## src/rtl/pipe_pkg.sv

```systemverilog
// Shared pipeline definitions: datapath widths, the ID/EX control bundle
// (reused by the EX/MEM and MEM/WB registers) and the ID/EX slot actions.
package pipe_pkg;

  localparam int WORD_W  = 16;
  localparam int REG_AW  = 2;
  localparam int ALUOP_W = 4;
  localparam int CNT_W   = 16;

  localparam logic [ALUOP_W-1:0] ALU_NOP = '0;

  // Control bits that travel with an instruction down the pipe.
  typedef struct packed {
    logic               reg_write;
    logic               mem_read;
    logic               mem_write;
    logic               mem_to_reg;
    logic               alu_src;
    logic [ALUOP_W-1:0] alu_op;
  } id_ex_ctrl_t;

  // A dead slot: nothing writes, nothing touches memory, so forwarding
  // logic downstream can never match it.
  localparam id_ex_ctrl_t CTRL_BUBBLE = '{
    reg_write:  1'b0,
    mem_read:   1'b0,
    mem_write:  1'b0,
    mem_to_reg: 1'b0,
    alu_src:    1'b0,
    alu_op:     ALU_NOP
  };

  // What the ID/EX register does on the next rising edge.
  typedef enum logic [1:0] {
    SLOT_LOAD  = 2'd0,
    SLOT_STALL = 2'd1,
    SLOT_FLUSH = 2'd2
  } slot_action_e;

endpackage

```

## src/rtl/id_ex_hazard_stage_if.sv

```systemverilog
// ID->EX boundary bundle. The ID side (master) supplies the decoded
// instruction and the flush request; the stage (slave) returns the
// registered EX slot, the stall request and the performance counters.
interface id_ex_hazard_stage_if #(
  parameter int WORD_W  = pipe_pkg::WORD_W,
  parameter int REG_AW  = pipe_pkg::REG_AW,
  parameter int ALUOP_W = pipe_pkg::ALUOP_W,
  parameter int CNT_W   = pipe_pkg::CNT_W
);

  // ID-side instruction
  logic               id_valid;
  logic [REG_AW-1:0]  id_rs;
  logic [REG_AW-1:0]  id_rt;
  logic [REG_AW-1:0]  id_rd;
  logic               id_uses_rs;
  logic               id_uses_rt;
  logic [WORD_W-1:0]  id_rs_data;
  logic [WORD_W-1:0]  id_rt_data;
  logic [WORD_W-1:0]  id_imm;
  logic               id_reg_write;
  logic               id_mem_read;
  logic               id_mem_write;
  logic               id_mem_to_reg;
  logic               id_alu_src;
  logic [ALUOP_W-1:0] id_alu_op;
  logic               ex_flush;

  // Stage outputs
  logic               stall_if_id;
  logic               ex_valid;
  logic [REG_AW-1:0]  ex_rs;
  logic [REG_AW-1:0]  ex_rt;
  logic [REG_AW-1:0]  ex_rd;
  logic [WORD_W-1:0]  ex_rs_data;
  logic [WORD_W-1:0]  ex_rt_data;
  logic [WORD_W-1:0]  ex_imm;
  logic               ex_reg_write;
  logic               ex_mem_read;
  logic               ex_mem_write;
  logic               ex_mem_to_reg;
  logic               ex_alu_src;
  logic [ALUOP_W-1:0] ex_alu_op;
  logic [CNT_W-1:0]   stall_count;
  logic [CNT_W-1:0]   flush_count;

  modport master (
    output id_valid, id_rs, id_rt, id_rd, id_uses_rs, id_uses_rt,
           id_rs_data, id_rt_data, id_imm, id_reg_write, id_mem_read,
           id_mem_write, id_mem_to_reg, id_alu_src, id_alu_op, ex_flush,
    input  stall_if_id, ex_valid, ex_rs, ex_rt, ex_rd, ex_rs_data,
           ex_rt_data, ex_imm, ex_reg_write, ex_mem_read, ex_mem_write,
           ex_mem_to_reg, ex_alu_src, ex_alu_op, stall_count, flush_count
  );

  modport slave (
    input  id_valid, id_rs, id_rt, id_rd, id_uses_rs, id_uses_rt,
           id_rs_data, id_rt_data, id_imm, id_reg_write, id_mem_read,
           id_mem_write, id_mem_to_reg, id_alu_src, id_alu_op, ex_flush,
    output stall_if_id, ex_valid, ex_rs, ex_rt, ex_rd, ex_rs_data,
           ex_rt_data, ex_imm, ex_reg_write, ex_mem_read, ex_mem_write,
           ex_mem_to_reg, ex_alu_src, ex_alu_op, stall_count, flush_count
  );

endinterface

```

## src/rtl/id_ex_hazard_stage_hazard_detect.sv

```systemverilog
// Load-use hazard detection. Purely combinational: a load sitting in EX
// whose destination is read by the instruction in ID forces one bubble.
// Register 0 is an ordinary register here, so index 0 matches like any other.
module hazard_detect #(
  parameter int REG_AW = pipe_pkg::REG_AW
) (
  input  logic              ex_valid,
  input  logic              ex_mem_read,
  input  logic              ex_reg_write,
  input  logic [REG_AW-1:0] ex_rd,
  input  logic              id_valid,
  input  logic [REG_AW-1:0] id_rs,
  input  logic [REG_AW-1:0] id_rt,
  input  logic              id_uses_rs,
  input  logic              id_uses_rt,
  input  logic              ex_flush,
  output logic              load_use,
  output logic              stall_if_id
);

  logic rs_hit;
  logic rt_hit;

  assign rs_hit = id_uses_rs && (id_rs == ex_rd);
  assign rt_hit = id_uses_rt && (id_rt == ex_rd);

  assign load_use = ex_valid && ex_mem_read && ex_reg_write && id_valid
                    && (rs_hit || rt_hit);

  // A flush kills the ID instruction anyway, so holding IF/ID would be wrong.
  assign stall_if_id = load_use && !ex_flush;

endmodule

```

## src/rtl/id_ex_hazard_stage.sv

```systemverilog
// ID/EX pipeline register with load-use bubble insertion, branch/jump
// flush, and saturating stall/flush performance counters.
module id_ex_hazard_stage #(
  parameter int WORD_W = pipe_pkg::WORD_W,
  parameter int REG_AW = pipe_pkg::REG_AW,
  parameter int CNT_W  = pipe_pkg::CNT_W
) (
  input logic                clk,
  input logic                reset_n,
  id_ex_hazard_stage_if.slave bus
);

  import pipe_pkg::*;

  // Registered EX slot
  logic              ex_valid_q;
  id_ex_ctrl_t       ex_ctrl_q;
  logic [REG_AW-1:0] ex_rs_q;
  logic [REG_AW-1:0] ex_rt_q;
  logic [REG_AW-1:0] ex_rd_q;
  logic [WORD_W-1:0] ex_rs_data_q;
  logic [WORD_W-1:0] ex_rt_data_q;
  logic [WORD_W-1:0] ex_imm_q;

  // Next-state of the EX slot
  logic              nxt_valid;
  id_ex_ctrl_t       nxt_ctrl;
  logic [REG_AW-1:0] nxt_rs;
  logic [REG_AW-1:0] nxt_rt;
  logic [REG_AW-1:0] nxt_rd;
  logic [WORD_W-1:0] nxt_rs_data;
  logic [WORD_W-1:0] nxt_rt_data;
  logic [WORD_W-1:0] nxt_imm;

  logic [CNT_W-1:0]  stall_cnt_q;
  logic [CNT_W-1:0]  flush_cnt_q;

  logic              load_use;
  logic              stall_if_id;
  id_ex_ctrl_t       id_ctrl;
  slot_action_e      action;

  hazard_detect #(.REG_AW(REG_AW)) u_hazard_detect (
    .ex_valid     (ex_valid_q),
    .ex_mem_read  (ex_ctrl_q.mem_read),
    .ex_reg_write (ex_ctrl_q.reg_write),
    .ex_rd        (ex_rd_q),
    .id_valid     (bus.id_valid),
    .id_rs        (bus.id_rs),
    .id_rt        (bus.id_rt),
    .id_uses_rs   (bus.id_uses_rs),
    .id_uses_rt   (bus.id_uses_rt),
    .ex_flush     (bus.ex_flush),
    .load_use     (load_use),
    .stall_if_id  (stall_if_id)
  );

  // Pack ID control bits; an empty ID slot carries no side effects.
  always_comb begin
    // NOTE: every always_comb output gets a default first so no path leaves it unassigned (no latch).
    id_ctrl = CTRL_BUBBLE;
    if (bus.id_valid) begin
      id_ctrl.reg_write  = bus.id_reg_write;
      id_ctrl.mem_read   = bus.id_mem_read;
      id_ctrl.mem_write  = bus.id_mem_write;
      id_ctrl.mem_to_reg = bus.id_mem_to_reg;
      id_ctrl.alu_src    = bus.id_alu_src;
      id_ctrl.alu_op     = bus.id_alu_op;
    end
  end

  // Choose the slot action: flush beats load-use, load-use beats load.
  always_comb begin
    action = SLOT_LOAD;
    if (bus.ex_flush) begin
      action = SLOT_FLUSH;
    end else if (load_use) begin
      action = SLOT_STALL;
    end
  end

  // Priority mux into the ID/EX register; stall and flush both insert a bubble.
  always_comb begin
    nxt_valid   = 1'b0;
    nxt_ctrl    = CTRL_BUBBLE;
    nxt_rs      = '0;
    nxt_rt      = '0;
    nxt_rd      = '0;
    nxt_rs_data = '0;
    nxt_rt_data = '0;
    nxt_imm     = '0;
    if (action == SLOT_LOAD) begin
      nxt_valid   = bus.id_valid;
      nxt_ctrl    = id_ctrl;
      nxt_rs      = bus.id_rs;
      nxt_rt      = bus.id_rt;
      nxt_rd      = bus.id_rd;
      nxt_rs_data = bus.id_rs_data;
      nxt_rt_data = bus.id_rt_data;
      nxt_imm     = bus.id_imm;
    end
  end

  // ID/EX pipeline register; reset leaves an empty slot.
  always_ff @(posedge clk or negedge reset_n) begin
    if (!reset_n) begin
      // NOTE: sequential state uses non-blocking assignments so every register samples pre-edge values.
      ex_valid_q   <= 1'b0;
      ex_ctrl_q    <= CTRL_BUBBLE;
      ex_rs_q      <= '0;
      ex_rt_q      <= '0;
      ex_rd_q      <= '0;
      ex_rs_data_q <= '0;
      ex_rt_data_q <= '0;
      ex_imm_q     <= '0;
    end else begin
      ex_valid_q   <= nxt_valid;
      ex_ctrl_q    <= nxt_ctrl;
      ex_rs_q      <= nxt_rs;
      ex_rt_q      <= nxt_rt;
      ex_rd_q      <= nxt_rd;
      ex_rs_data_q <= nxt_rs_data;
      ex_rt_data_q <= nxt_rt_data;
      ex_imm_q     <= nxt_imm;
    end
  end

  // Saturating counters: load-use bubbles, and flushes that killed a real instruction.
  always_ff @(posedge clk or negedge reset_n) begin
    if (!reset_n) begin
      stall_cnt_q <= '0;
      flush_cnt_q <= '0;
    end else begin
      if ((action == SLOT_STALL) && (stall_cnt_q != '1)) begin
        stall_cnt_q <= stall_cnt_q + 1'b1;
      end
      if ((action == SLOT_FLUSH) && bus.id_valid && (flush_cnt_q != '1)) begin
        flush_cnt_q <= flush_cnt_q + 1'b1;
      end
    end
  end

  assign bus.stall_if_id   = stall_if_id;
  assign bus.ex_valid      = ex_valid_q;
  assign bus.ex_rs         = ex_rs_q;
  assign bus.ex_rt         = ex_rt_q;
  assign bus.ex_rd         = ex_rd_q;
  assign bus.ex_rs_data    = ex_rs_data_q;
  assign bus.ex_rt_data    = ex_rt_data_q;
  assign bus.ex_imm        = ex_imm_q;
  assign bus.ex_reg_write  = ex_ctrl_q.reg_write;
  assign bus.ex_mem_read   = ex_ctrl_q.mem_read;
  assign bus.ex_mem_write  = ex_ctrl_q.mem_write;
  assign bus.ex_mem_to_reg = ex_ctrl_q.mem_to_reg;
  assign bus.ex_alu_src    = ex_ctrl_q.alu_src;
  assign bus.ex_alu_op     = ex_ctrl_q.alu_op;
  assign bus.stall_count   = stall_cnt_q;
  assign bus.flush_count   = flush_cnt_q;

endmodule

```

## src/flat_wrapper.sv

```systemverilog
// flat-port wrapper written by rule: the top's interface ports become plain ports
module id_ex_hazard_stage_flat import pipe_pkg::*;
#(
  parameter int WORD_W = pipe_pkg::WORD_W,
  parameter int REG_AW = pipe_pkg::REG_AW,
  parameter int CNT_W  = pipe_pkg::CNT_W
)
  (clk, reset_n, bus_id_valid, bus_id_rs, bus_id_rt, bus_id_rd, bus_id_uses_rs, bus_id_uses_rt, bus_id_rs_data, bus_id_rt_data, bus_id_imm, bus_id_reg_write, bus_id_mem_read, bus_id_mem_write, bus_id_mem_to_reg, bus_id_alu_src, bus_id_alu_op, bus_ex_flush, bus_stall_if_id, bus_ex_valid, bus_ex_rs, bus_ex_rt, bus_ex_rd, bus_ex_rs_data, bus_ex_rt_data, bus_ex_imm, bus_ex_reg_write, bus_ex_mem_read, bus_ex_mem_write, bus_ex_mem_to_reg, bus_ex_alu_src, bus_ex_alu_op, bus_stall_count, bus_flush_count);
  id_ex_hazard_stage_if #(.CNT_W(CNT_W), .WORD_W(WORD_W), .REG_AW(REG_AW)) bus_i ();
  input logic clk;
  input logic reset_n;
  input wire logic [$bits(bus_i.id_valid)-1:0] bus_id_valid;
  input wire logic [$bits(bus_i.id_rs)-1:0] bus_id_rs;
  input wire logic [$bits(bus_i.id_rt)-1:0] bus_id_rt;
  input wire logic [$bits(bus_i.id_rd)-1:0] bus_id_rd;
  input wire logic [$bits(bus_i.id_uses_rs)-1:0] bus_id_uses_rs;
  input wire logic [$bits(bus_i.id_uses_rt)-1:0] bus_id_uses_rt;
  input wire logic [$bits(bus_i.id_rs_data)-1:0] bus_id_rs_data;
  input wire logic [$bits(bus_i.id_rt_data)-1:0] bus_id_rt_data;
  input wire logic [$bits(bus_i.id_imm)-1:0] bus_id_imm;
  input wire logic [$bits(bus_i.id_reg_write)-1:0] bus_id_reg_write;
  input wire logic [$bits(bus_i.id_mem_read)-1:0] bus_id_mem_read;
  input wire logic [$bits(bus_i.id_mem_write)-1:0] bus_id_mem_write;
  input wire logic [$bits(bus_i.id_mem_to_reg)-1:0] bus_id_mem_to_reg;
  input wire logic [$bits(bus_i.id_alu_src)-1:0] bus_id_alu_src;
  input wire logic [$bits(bus_i.id_alu_op)-1:0] bus_id_alu_op;
  input wire logic [$bits(bus_i.ex_flush)-1:0] bus_ex_flush;
  output wire logic [$bits(bus_i.stall_if_id)-1:0] bus_stall_if_id;
  output wire logic [$bits(bus_i.ex_valid)-1:0] bus_ex_valid;
  output wire logic [$bits(bus_i.ex_rs)-1:0] bus_ex_rs;
  output wire logic [$bits(bus_i.ex_rt)-1:0] bus_ex_rt;
  output wire logic [$bits(bus_i.ex_rd)-1:0] bus_ex_rd;
  output wire logic [$bits(bus_i.ex_rs_data)-1:0] bus_ex_rs_data;
  output wire logic [$bits(bus_i.ex_rt_data)-1:0] bus_ex_rt_data;
  output wire logic [$bits(bus_i.ex_imm)-1:0] bus_ex_imm;
  output wire logic [$bits(bus_i.ex_reg_write)-1:0] bus_ex_reg_write;
  output wire logic [$bits(bus_i.ex_mem_read)-1:0] bus_ex_mem_read;
  output wire logic [$bits(bus_i.ex_mem_write)-1:0] bus_ex_mem_write;
  output wire logic [$bits(bus_i.ex_mem_to_reg)-1:0] bus_ex_mem_to_reg;
  output wire logic [$bits(bus_i.ex_alu_src)-1:0] bus_ex_alu_src;
  output wire logic [$bits(bus_i.ex_alu_op)-1:0] bus_ex_alu_op;
  output wire logic [$bits(bus_i.stall_count)-1:0] bus_stall_count;
  output wire logic [$bits(bus_i.flush_count)-1:0] bus_flush_count;
  assign bus_i.id_valid = bus_id_valid;
  assign bus_i.id_rs = bus_id_rs;
  assign bus_i.id_rt = bus_id_rt;
  assign bus_i.id_rd = bus_id_rd;
  assign bus_i.id_uses_rs = bus_id_uses_rs;
  assign bus_i.id_uses_rt = bus_id_uses_rt;
  assign bus_i.id_rs_data = bus_id_rs_data;
  assign bus_i.id_rt_data = bus_id_rt_data;
  assign bus_i.id_imm = bus_id_imm;
  assign bus_i.id_reg_write = bus_id_reg_write;
  assign bus_i.id_mem_read = bus_id_mem_read;
  assign bus_i.id_mem_write = bus_id_mem_write;
  assign bus_i.id_mem_to_reg = bus_id_mem_to_reg;
  assign bus_i.id_alu_src = bus_id_alu_src;
  assign bus_i.id_alu_op = bus_id_alu_op;
  assign bus_i.ex_flush = bus_ex_flush;
  assign bus_stall_if_id = bus_i.stall_if_id;
  assign bus_ex_valid = bus_i.ex_valid;
  assign bus_ex_rs = bus_i.ex_rs;
  assign bus_ex_rt = bus_i.ex_rt;
  assign bus_ex_rd = bus_i.ex_rd;
  assign bus_ex_rs_data = bus_i.ex_rs_data;
  assign bus_ex_rt_data = bus_i.ex_rt_data;
  assign bus_ex_imm = bus_i.ex_imm;
  assign bus_ex_reg_write = bus_i.ex_reg_write;
  assign bus_ex_mem_read = bus_i.ex_mem_read;
  assign bus_ex_mem_write = bus_i.ex_mem_write;
  assign bus_ex_mem_to_reg = bus_i.ex_mem_to_reg;
  assign bus_ex_alu_src = bus_i.ex_alu_src;
  assign bus_ex_alu_op = bus_i.ex_alu_op;
  assign bus_stall_count = bus_i.stall_count;
  assign bus_flush_count = bus_i.flush_count;
  id_ex_hazard_stage #(.WORD_W(WORD_W), .REG_AW(REG_AW), .CNT_W(CNT_W)) u_core (.clk(clk), .reset_n(reset_n), .bus(bus_i));
endmodule
```

## config.mk

```make
export PLATFORM = sky130hd
export DESIGN_NAME = id_ex_hazard_stage_flat
export DESIGN_NICKNAME = d
export VERILOG_FILES = /design/src/rtl/pipe_pkg.sv /design/src/rtl/id_ex_hazard_stage_if.sv /design/src/rtl/id_ex_hazard_stage_hazard_detect.sv /design/src/rtl/id_ex_hazard_stage.sv /design/src/flat_wrapper.sv
export SDC_FILE = /design/constraint.sdc
export NUM_CORES = 1
export LEC_CHECK = 0
export BUFFER_PORTS_ARGS = -buffer_cell sky130_fd_sc_hd__buf_4
export CAP_MARGIN = 10
export CELL_PAD_IN_SITES_DETAIL_PLACEMENT = 0
export CELL_PAD_IN_SITES_GLOBAL_PLACEMENT = 1
export CORE_UTILIZATION = 36
export CTS_BUF_LIST = sky130_fd_sc_hd__clkbuf_4 sky130_fd_sc_hd__clkbuf_8 sky130_fd_sc_hd__clkbuf_16
export DETAILED_ROUTE_END_ITERATION = 12
export PLACE_DENSITY_LB_ADDON = 0.1
export SLEW_MARGIN = 20
export SYNTH_ARGS = -nofsm -noshare
export SYNTH_HDL_FRONTEND = slang
export SYNTH_HIERARCHICAL = 1
export SYNTH_SLANG_ARGS = --single-unit
export TNS_END_PERCENT = 1
```

## constraint.sdc

```tcl
create_clock -name clk -period 1.9 [get_ports clk]
set_clock_uncertainty 0.1 [all_clocks]
set_input_delay 0.38 -clock clk [delete_from_list [all_inputs] [get_ports clk]]
set_output_delay 0.38 -clock clk [all_outputs]
set_load 0.02 [all_outputs]
```

# --- Yosys cells after proc, flatten, opt, wreduce, memory -nomap -nowiden ---
# Cells that the tools add are included.
totals:
  inputBits: 69
  ff_bits: 96
  wordCells: 47
  output_inout_bits: 97
op_classes:
  n_addsub: 2
  muxes: 11
  n_reduce_logical: 13
  eq_ne: 6
ops:
  columns: ["operator", "count"]
  rows:
  - ["16-bit two-way mux", 3]
  - ["16-bit by 1-bit adder with 16-bit output, second input constant", 2]
  - ["16-bit inequality test, second input constant", 2]
  - ["9-bit two-way mux", 2]
  - ["1-bit logical AND", 10]
  - ["2-bit two-way mux", 4]
  - ["2-bit == test", 2]
  - ["2-bit by 1-bit == test with 1-bit output, second input constant", 1]
  - ["2-bit == test, second input constant", 1]
  - ["2-bit logical NOT", 1]
  - ["1-bit two-way mux", 2]
  - ["1-bit logical NOT", 1]
  - ["1-bit logical OR", 1]

# --- Depth between registers and ports, before layout ---
logic_depth:
  depth_word: 9
  ltp_mapped: 7
  depth_no_buf: 7

# --- Modules after synthesis ---
# The synthesis kept the hierarchy.
modules_own_cells:
  columns: ["module", "seq_area_each_um2", "cells_per_inst", "area_per_inst_um2", "n_inst"]
  rows:
  - ["id_ex_hazard_stage", 2402.3, 280, 3621.0, 1]
  - ["hazard_detect", 0.0, 9, 65.1, 1]

# --- Worst setup path before layout ---
# Ideal clock, no wire load.
synth_path:
  kind: "register to register"
  startpoint: "register u_core.flush_cnt_q[0] (netlist: u_core/bus.flush_count[0])"
  endpoint: "register u_core.flush_cnt_q[12] (netlist: u_core/bus.flush_count[12])"
  path_slack_ps: 8
  required_time_ps: 1675
  stages_incl_launch_ff: 7
  path_buffers: 1
  setup_ps: 125
  synth_period_minus_slack_ps: 1892
  arrival_ps: 1667
  path_cell_list: "dfrtp_1 -> ha_1 -> nand3_1 -> or2_0 -> clkbuf_1 -> nor3_1 -> mux2_2"
synth_between:
  elab_chain_len: 2
  elab_cells_between_ends: 3
  classes_between: "add/sub: 1; eq/ne: 1; reduce/logical: 1"
synth_rtl:
  columns: ["element", "line_no", "text"]
  rows:
  - ["from (decl)", "id_ex_hazard_stage.sv:36", "logic [CNT_W-1:0] flush_cnt_q;"]
  - ["from (signal assigned)", "id_ex_hazard_stage.sv:138", "flush_cnt_q <= flush_cnt_q + 1'b1;"]
  - ["parallel branches: the longest is 2 deep, another holds 16-bit by 1-bit adder with 16-bit output", null, null]
# Several ways; the timed one is not identified.
# A chain may end at the register's enable or synchronous reset.

# --- Final worst setup path ---
layout_path:
  startpoint: "register u_core.ex_rd_q[1] (netlist: u_core/bus.ex_rd[1])"
  endpoint: "output port bus_stall_if_id"
layout_between:
  elab_chain_len: 5
  elab_cells_between_ends: 7
  classes_between: "eq/ne: 2; reduce/logical: 5"
layout_rtl:
  columns: ["element", "line_no", "text"]
  rows:
  - ["from (decl)", "id_ex_hazard_stage.sv:20", "logic [REG_AW-1:0] ex_rd_q;"]
  - ["from (signal assigned)", "id_ex_hazard_stage.sv:121", "ex_rd_q <= nxt_rd;"]
  - ["2-bit == test (on tied branches)", "id_ex_hazard_stage_hazard_detect.sv:24, id_ex_hazard_stage_hazard_detect.sv:25", null]
  - ["1-bit logical AND (on tied branches)", "id_ex_hazard_stage_hazard_detect.sv:24, id_ex_hazard_stage_hazard_detect.sv:25", null]
  - ["1-bit logical OR *", "id_ex_hazard_stage_hazard_detect.sv:28", "&& (rs_hit || rt_hit);"]
  - ["1-bit logical AND *", "id_ex_hazard_stage_hazard_detect.sv:28", null]
  - ["1-bit logical AND *", "id_ex_hazard_stage_hazard_detect.sv:31", "assign stall_if_id = load_use && !ex_flush;"]
  - ["to (decl)", "flat_wrapper.sv:28", "output wire logic [$bits(bus_i.stall_if_id)-1:0] bus_stall_if_id;"]
# Every way passes the cells marked *; elsewhere a longest branch is shown, timed or not.

==> results.toml <==
[placed_design]
dp_cells = 597
place_congestion = 0.723
dpl.hpwl_um = 6460
portBuffers = 165
place_worst_setup_slack_ns = -0.0828

[power_and_ir_drop]
switchingPower_mw = 1.22
power_frac_seq = 0.503
power_frac_clock = 0.319
p_leak_nw = 2.89
max-vdd-ir-drop_uv = 604
pwr-share-comb = 0.178
power_density_nw_per_um2 = 825
p_int_mw = 3.33
p_sw_frac = 0.268

[clocking]
clockBufferDepth = 2
clock_latency_ns = 0.36
numCtsBuffers = 9
cts-root-buf = "clkbuf_8"
cts.clk_slew.worst_paths_ns = 0.09
cts_max_level = 3
cts_sinks = 96
cts_tree = "built"
cts_setup_buffers = 0

[global_routing]
grt_pass1_wl_um = 13200
grt_usage = 0.169
grt_pass1_vias = 2757
antenna_found_initial = 0
grt-ovfl-total = 0
grt_max_degree = 65

[logic_synthesis]
synth_area_um2 = 3690
syn_area_per_cell_um2 = 12.8
ys_seq_elements = 96
ys.flop_type = "dfrtp_1"
synth_edf_count = 0
ys_seq_area_frac = 0.652
async_flop_share = 1.00
synth_cell_types = 30
synthTopCellsByCount = "dfrtp_1, and2_1, xor2_1, nor3_1"
netlist_instances = 289
synthTopCellsByArea = "dfrtp_1, and2_1, xor2_1"
synth_top_area_cell = "dfrtp_1"
synth_most_common_cell = "dfrtp_1"
synth_nets = 360
ys_warn_count = 6
yosysTopAreaCellShare = 0.652

[timing]
min_period_ns = 1.90
max_freq_mhz = 527
worst_slew_pin_slew_ns = 0.463
fin_tns_setup_ns = 0
maxSlewHeadroom = 0.691
min_period_over_period = 0.998
fin_ws_ns = 0.00311
setup_viol = 0
drv_slew = 0
rsz0062_at_grt = "yes"
hold_viol_final = 0

[detailed_routing]
route.vias.total = 2786
dr.max_layer_used = "met4"
wl_met1_um = 3510
route.met3.wl_um = 796
drt-pass1-iter-count = 4
drt_wl_total_um = 8740
vias_per_cell = 4.54
ant_nets = 0
drc = 0
wl_met2_um = 4290
drt-initial-drc-count = 73
post_drt_wl_per_cell_um = 14.2

[hold_path]
hp-class = "input pin to flip-flop"
worstHoldStart = "bus_id_rt_data[0]"
holdPathStages = 2

[setup_path]
worstPathBufferInverterCount = 1
r2r_start = "u_core/bus.ex_rd[1]"
max_stage_delay_ns = 0.42
cp.depth = 4
timing.rr.end = "u_core/bus.stall_count[15]"
rr_worst_depth = 7
crit_type = "flip-flop to output pin"
cp_slowest_cell = "dfrtp_1"
crit_arrival_ns = 1.42
worstSetupEndpointType = "output pin"
endpoint = "bus_stall_if_id"
regToRegSetupSlack_ns = 0.06
crit_path_max_fanout = 3
critical_path_required_ns = 1.42
critPathTopFamily = "flip-flops"
startpoint = "u_core/bus.ex_rd[1]"
cp-start-kind = "flip-flop"
path_cells = "xnor2_1, nand4_1, a21oi_1, buf_4"

[finish]
syn_to_final_growth_pct = 49.7
final_cells = 613
antenna_cells = 0
fillers = 890
final_nets = 547
drive_gt1_frac = 0.454

[status]
status = "finished clean"

[floorplanning]
coreArea_um2 = 9860
die_height_um = 103
die_width_um = 103
fp.dieArea_um2 = 10600
rows = 36
pin_count = 166
initial_core_util = 0.374

[run]
cap_violations = 0
==> power groups by stage <==
stage               registers, mW  logic (mW)  clock network, mW
floorplan                    2.50       0.158                  0
global placement             2.33       0.812                  0
detailed placement           2.33       0.826                  0
CTS                          2.29       0.828               1.50
global route                 2.31       0.878               1.59
finish                       2.29       0.811               1.45
==> worst min path at each step <==
stage / end / slack [ns]
5_1_grt: u_core/bus.ex_rs_data[3] / 0.1
4_1_cts: u_core/bus.ex_rs_data[15] / 0.11
6_report: u_core/bus.ex_rt_data[0] / 0.12
2_1_floorplan: u_core/bus.ex_alu_op[0] / -0.02
3_5_place_dp: u_core/bus.flush_count[9] / 0.27
3_3_place_gp: u_core/bus.flush_count[9] / 0.27
==> stage by stage <==
stage	hold WS [ns]	cell area (µm²)	utilization	total power [mW]
after floorplan	-0.0156	3690	-	2.66
after global placement	0.270	5260	0.533	3.14
after detailed placement	0.273	5260	0.533	3.16
after CTS	0.106	5480	0.556	4.62
after global routing	0.0994	5520	0.559	4.78
final	0.123	5520	0.559	4.56
==> cells in the final DEF (no fill, tap or decap), types with 2 or more instances in the layout <==
cell / count
and2_1: 58
and3_1: 13
and4_1: 2
buf_12: 4
buf_4: 183
bufinv_16: 2
clkbuf_8: 9
dfrtp_1: 96
ha_1: 2
mux2_1: 2
mux2_2: 2
nand2_1: 9
nand2b_1: 2
nand3_1: 10
nand4_1: 13
nor2_1: 2
nor3_1: 12
nor3_2: 3
nor3b_1: 2
nor3b_2: 2
nor4_2: 3
or2_0: 2
xnor2_1: 9
xor2_1: 23
==> final cells by class <==
class / count / area (µm²) / share of cell area
sequential: 96 / 2400 / 0.435
timing repair buffer: 188 / 1460 / 0.265
multi-input combinational: 180 / 1270 / 0.230
tap: 133 / 166 / 0.0302
clock buffer: 10 / 131 / 0.0238
clock inverter: 5 / 81.3 / 0.0147
inverter: 1 / 3.75 / 0.000680
==> metal layers <==
| metal | global-route usage | up-vias |
|---|---|---|
| met5 | 0 | - |
| met4 | 0.0683 | 0 |
| met2 | 0.274 | 98 |
| met1 | 0.199 | 1345 |
| li1 | - | 1331 |
| met3 | 0.0706 | 12 |
==> logic make-up after synthesis <==
group / share of synthesized area
and+or+nand+nor: 0.236
DFF: 0.652
xor gates and xnor gates: 0.0760
buffers and inverters: 0.0160
muxes: 0.0122
adders and majority gates: 0.00679
AOI/OAI and AO/OA: 0.00136
==> timing repair <==
action                                 4_1_cts  5_1_grt
endpoints found under the hold margin       27        0
hold buffers                                 1        0
gates resized for setup                      0        7
pin swaps                                    4        0
setup endpoints to repair                    1       14
gates cloned                                 0        0
Note: power is estimated with default switching activity, not from simulation.
